### src/rtl/clock_out_ctrl.sv
// Sequencer for a forwarded-clock DDR output cell: it produces the rising/falling
// slot data pair per clk_in cycle, and supports a divided 50%-duty clock and finite bursts.
module clock_out_ctrl #(
  parameter int DIV_W   = 8,
  parameter int BURST_W = 16
) (
  input  logic               clk_in,
  input  logic               rst_n,
  input  logic               en_req,
  input  logic [DIV_W-1:0]   div_cfg,
  input  logic [BURST_W-1:0] burst_len,
  output logic               ddr_h,
  output logic               ddr_l,
  output logic               running,
  output logic               done
);

  typedef enum logic {IDLE, RUN} state_t;

  state_t             state_reg, state_next;
  logic [DIV_W-1:0]   c_reg, c_next;
  logic [DIV_W-1:0]   k_reg, k_next;
  logic [BURST_W-1:0] b_reg, b_next;
  logic [BURST_W-1:0] pcnt_reg, pcnt_next;
  logic               armed_reg, armed_next;
  logic               h_next, l_next, done_next;
  logic [BURST_W:0]   pcnt_inc;
  logic               boundary, burst_end;

  // pcnt_inc is one bit wider, so the burst-end compare also holds when pcnt is all-ones.
  assign pcnt_inc  = {1'b0, pcnt_reg} + (BURST_W+1)'(1);
  assign boundary  = (c_reg == k_reg);
  assign burst_end = (b_reg != '0) && (pcnt_inc == {1'b0, b_reg});

  always_comb begin
    state_next = state_reg;
    c_next     = c_reg;
    k_next     = k_reg;
    b_next     = b_reg;
    pcnt_next  = pcnt_reg;
    armed_next = armed_reg | ~en_req;
    done_next  = 1'b0;
    h_next     = 1'b0;
    l_next     = 1'b0;

    case (state_reg)
      IDLE: begin
        if (en_req && armed_reg) begin
          state_next = RUN;
          k_next     = div_cfg;
          b_next     = burst_len;
          c_next     = '0;
          pcnt_next  = '0;
        end
      end
      RUN: begin
        if (boundary) begin
          pcnt_next = (&pcnt_reg) ? pcnt_reg : pcnt_inc[BURST_W-1:0];
          k_next    = div_cfg;
          c_next    = '0;
          if (!en_req || burst_end) begin
            state_next = IDLE;
            done_next  = 1'b1;
            // A finished burst must see en_req low before it can start again.
            if (en_req) armed_next = 1'b0;
          end
        end else begin
          c_next = c_reg + DIV_W'(1);
        end
      end
      default: state_next = IDLE;
    endcase

    // Slots 2c and 2c+1 are high while the slot index is <= k. The compare is one bit wider, so it cannot overflow.
    if (state_next == RUN) begin
      h_next = ({c_next, 1'b0} <= {1'b0, k_next});
      l_next = ({c_next, 1'b1} <= {1'b0, k_next});
    end
  end

  always_ff @(posedge clk_in or negedge rst_n) begin
    if (!rst_n) begin
      state_reg <= IDLE;
      c_reg     <= '0;
      k_reg     <= '0;
      b_reg     <= '0;
      pcnt_reg  <= '0;
      armed_reg <= 1'b1;
      ddr_h     <= 1'b0;
      ddr_l     <= 1'b0;
      running   <= 1'b0;
      done      <= 1'b0;
    end else begin
      state_reg <= state_next;
      c_reg     <= c_next;
      k_reg     <= k_next;
      b_reg     <= b_next;
      pcnt_reg  <= pcnt_next;
      armed_reg <= armed_next;
      ddr_h     <= h_next;
      ddr_l     <= l_next;
      running   <= (state_next == RUN);
      done      <= done_next;
    end
  end

endmodule

### config.mk
export PLATFORM = sky130hd
export DESIGN_NAME = clock_out_ctrl
export DESIGN_NICKNAME = d
export VERILOG_FILES = /design/src/rtl/clock_out_ctrl.sv
export SDC_FILE = /design/constraint.sdc
export NUM_CORES = 1
export LEC_CHECK = 0
export ABC_AREA = 1
export ABC_CLOCK_PERIOD_IN_PS = 7310
export BUFFER_PORTS_ARGS = -buffer_cell sky130_fd_sc_hd__buf_2
export CAP_MARGIN = 20
export CORE_UTILIZATION = 64
export CTS_CLUSTER_DIAMETER = 40
export DETAILED_ROUTE_END_ITERATION = 8
export GPL_TIMING_DRIVEN = 0
export PLACE_DENSITY = 0.93
export SLEW_MARGIN = 20
export SYNTH_ARGS = -nofsm -noshare
export SYNTH_HDL_FRONTEND = slang
export SYNTH_SLANG_ARGS = --single-unit
### constraint.sdc
create_clock -name clk_in -period 7.31 [get_ports clk_in]
set_clock_uncertainty 0.15 [all_clocks]
set_input_delay 1.462 -clock clk_in [delete_from_list [all_inputs] [get_ports clk_in]]
set_output_delay 1.462 -clock clk_in [all_outputs]
set_load 0.01 [all_outputs]
# == After elaboration in Yosys (flattened, before gate mapping) ==
# Cells that the tools add are included.
# op_classes
n_eq_ne,5
n_bitwise,3
n_reduce_logical,8
add_sub_neg,2
div,0
shifts,0
multipliers,0
mux,23
n_lt_le_gt_ge,2
# ops
operator,n
$mux W16,3
$mux W8,4
$pmux W16 S2,1
$pmux W8 S2,2
$le A9 B8 Y1,2
$add A16 B1 Y17 const B,1
$eq A17 B16 Y1,1
$reduce_and A16 Y1,1
$reduce_bool A16 Y1,1
$mux W1,12
$add A8 B1 Y8 const B,1
$eq A8 B8 Y1,1
$ne A2 B2 Y1 const B,2
$reduce_and A3 Y1,1
$logic_and A1 B1 Y1,2
$ne A2 B1 Y1 const B,1
$not A1 Y1,2
$pmux W1 S2,1
$reduce_and A2 Y1,1
$logic_not A1 Y1,1
$logic_or A1 B1 Y1,1
$or A1 B1 Y1,1
# word_totals
n_memories,0
output_inout_bits,4
romBits,0
regBits,53
latchBits,0
ram_bits,0
inputBits,27
elab_cells,52

# == Depth between registers and ports, before layout ==
# logic_depth
depth_word,8
mapped_depth,21
mapped_depth_nobuf,20

# == Least setup slack after synthesis ==
# Ideal clock, no wire load.
# synth_timing
path_kind,input port to flip-flop
from,in en_req
to,reg ddr_l
n_path_buf,1
required_ns,7.089
t_arrival_ns,3.392
cell_stages,14
setup_slack_ns,3.697
setup_time_ns,0.071
path_cell_list,nand2_1 inv_1 nor2_1 clkinv_1 nand2_2 buf_2 mux2i_1 ha_1 a21oi_1 inv_1 a21oi_1 o211ai_1 and2_1 nor2_1
# synth_between
elab_chain_cells,6
word_cells_on_any_way,13
cone_classes,1 x order compare; 9 x mux; 3 x reduce/logical
# synth_lines
element,line,rtl
start: declaration,9,"input logic en_req,"
branches (longest 5 deep; another with $le A9 B8 Y1),n/a,
$mux W1 (*),75,if (state_next == RUN) begin
net l_next,26,"logic h_next, l_next, done_next;"
end signal: assignment,101,ddr_l <= l_next;
end: declaration,13,"output logic ddr_l,"
# Mark *: on every way through the listed nets, which the timed path passes.
# A chain may end at the register's enable or synchronous reset.

# == Worst setup path after layout ==
# Same ends and word-level chain as after synthesis.

==> flow_summary.ini <==
[setup_path]
crit_buf_inv = 5
path_class = in2reg
worstSetupStartpointType = input pin
critPathArrivalTime_ns = 3.97
path_cells = buf_2 > nand2_1 > inv_1 > nor2_1 > clkinv_1 > nand2_2 > buf_2 > mux2i_1 > ha_1 > a21oi_1 > inv_1 > a21oi_1 > o211ai_1 > and2_1 > nor2_1
critPathSlowestCell = clkinv_1
end_kind = register
crit_family = buffers and inverters
worstPathMaxFanout = 10
cp.required_ns = 7.41
critPathMaxStageDelay_ns = 0.29

[place]
place_ws_ns = 3.071
finalWeightedCongestion = 0.9607
io_buffer_count = 30
post-dp-hpwl_um = 5724

[finish]
drive_above_1_share = 0.1217
antenna_cells = 0
area_growth_pct = 10.66
fin_nets = 528

[min_path]
hold_path_class = reg2reg

[global_routing]
overflow = 0
grt_pass1_wl_um = 12870
grt_max_degree = 54
first_global_vias = 2999
grt_antenna_before_repair = 0
grt_usage = 0.3147

[logic_synthesis]
synth_edf_count = 0
synth-simple-area-share = 0.3168
synth.largest_area_cell = dfrtp_1
synthAdderAreaFrac = 0.03452
netlist_area_um2 = 3262
ys_ff_latch = 53
ys_top_cells_by_area = dfrtp_1 40%, nand2_1 16%, inv_1 7.6%
ys.flop_type = dfrtp_1
synthDistinctLibCells = 32
synthMuxAreaShare = 0.006137
synth_compound_area_frac = 0.1036
synth_top_family_by_area = simple AND/OR/NAND/NOR gates
syn_nets = 491
yosysSeqAreaShare = 0.4070
synth_top_area_share = 0.3989
synth_xor_area_frac = 0.03913
async_reset_ff_frac = 1.000
syn_area_per_cell_um2 = 7.169
yosys_warnings = 0
syn_inst = 455

[floorplan]
core_um2 = 4817
die_h_um = 73.39
die_x_um = 73.39
start_util = 0.6771
num_rows = 25
pin_count = 31
die_area_um2 = 5386

[cts]
cts_setup_buffers = 0
postCtsHoldBufs = 0
insertion_delay_ns = 0.31
cts.clk_slew.worst_paths_ns = 0.10
cts_tree = built
clockBufferDepth = 2
root_buffer = clkbuf_8
cts_max_level = 2
cts_resized = 0
cts_buffers = 5
clock_sinks = 53

[sta]
min_period_ns = 3.875
worst-slew-pin-transition_ns = 0.6653
finalWorstSetupSlack_ns = 3.435
period_share = 0.5300
fin_setup_tns_ns = 0
final_hold_viol_count = 0
rsz0062_at_grt = no
max_freq_ghz = 0.2581
slew_headroom = 0.5565
setup_violations = 0
maxSlewViolCount = 0

[routing]
wl_um = 7463
first_pass_iters = 5
drt_iter0_markers = 263
drc = 0
vias_per_cell = 5.470
vias = 3063
wl_per_cell_um = 13.33
drtAntennaViolNets = 0

[outcome]
outcome = finished clean

[power_and_ir_drop]
peakVddDrop_mv = 0.2535
power_density_nw_per_um2 = 412.8
leakagePower_nw = 1.879

[flow_run]
max_cap_viol_count = 0
==> power breakdown <==
group | internal (W) | total [W] | switching, W
clock | 0.000103 | 0.000203 | 0.000100
combinational | 0.000288 | 0.000727 | 0.000439
sequential | 0.000432 | 0.000560 | 0.000128
total | 0.000823 | 0.00149 | 0.000667
==> through the flow <==
step / hold slack (ns) / utilization / power, W / std cells / instance area, um^2
2_1_floorplan: 0.2929 / - / 0.001101 / 455 / 3262
3_3_place_gp: 0.3027 / 0.7257 / 0.001235 / 552 / 3496
3_5_place_dp: 0.3083 / 0.7262 / 0.001281 / 552 / 3498
4_1_cts: 0.3223 / 0.7494 / 0.001485 / 560 / 3610
5_1_grt: 0.3572 / 0.7494 / 0.001636 / 560 / 3610
6_report: 0.3218 / 0.7494 / 0.001490 / 560 / 3610
==> per-layer routing <==
layer | global-route usage | wire, um | vias to the layer above | part of all wire
met4 | 0.1261 | 192 | 0 | 0.026
met5 | 0 | 0 | - | 0
met2 | 0.5844 | 3928 | 106 | 0.53
met1 | 0.3565 | 2988 | 1418 | 0.40
met3 | 0.05487 | 354 | 23 | 0.047
li1 | - | - | 1516 | -
==> layout make-up <==
class / instances / area, um^2
Buffer: 7 / 36.28
Clock buffer: 6 / 72.57
Clock inverter: 2 / 38.79
Fill cell: 386 / 1207
Inverter: 71 / 266.5
Multi-Input combinational cell: 324 / 1632
Sequential cell: 53 / 1328
Tap cell: 67 / 83.83
Timing Repair Buffer: 30 / 152.6
==> layout by cell type, fill, tap and decap left out, types with 2 or more instances in the layout <==
| master | instances |
|---|---|
| mux2i_1 | 2 |
| nand2_2 | 4 |
| nand4_1 | 8 |
| inv_2 | 4 |
| ha_1 | 9 |
| xor2_1 | 9 |
| xnor2_1 | 3 |
| o21a_1 | 5 |
| nand3_1 | 32 |
| and2_1 | 3 |
| o22ai_1 | 19 |
| dfrtp_1 | 52 |
| buf_4 | 3 |
| nand2_1 | 143 |
| buf_2 | 31 |
| o21ai_1 | 5 |
| nor2_2 | 7 |
| inv_1 | 66 |
| a21oi_1 | 5 |
| nor3_1 | 4 |
| o21ai_0 | 16 |
| nor2_1 | 43 |
| clkbuf_1 | 4 |
| clkbuf_8 | 5 |
==> synthesized netlist by cell type, types with 3 or more instances <==
cell / n
clkbuf_1: 3
nand3_1: 32
o21ai_1: 5
nand2_2: 4
xor2_1: 9
inv_2: 4
o21ai_0: 16
nor2_2: 7
nor3_1: 4
nor2_1: 43
o21a_1: 5
nand4_1: 8
a21oi_1: 5
o22ai_1: 19
xnor2_1: 3
dfrtp_1: 52
and2_1: 3
inv_1: 66
ha_1: 9
nand2_1: 143
==> kinds of logic after synthesis <==
group,after synthesis
buf+inv,78
simple gates,246
flops,53
mux,2
xor+xnor,13
fa+ha+maj,9
compound gates,54
==> worst min-delay path, stage by stage (launching register included) <==
cell and delay [ns]:
dfstp_2 0.38, nand2_1 0.05, nand2_1 0.04
==> worst paths after layout <==
path                                start           to  slack [ns]  depth (start not counted)
worst max-delay path               en_req        ddr_l        3.44                         15
min in group asynchronous           rst_n  pcnt_reg[1]        1.04                          1
worst min-delay path            armed_reg    armed_reg        0.32                          2
max in group asynchronous           rst_n    b_reg[12]        5.54                          1
worst max register to register   c_reg[2]        ddr_l        4.21                         17
worst min register to register  armed_reg    armed_reg        0.32                          2
Note: power is estimated with default switching activity, not from simulation.
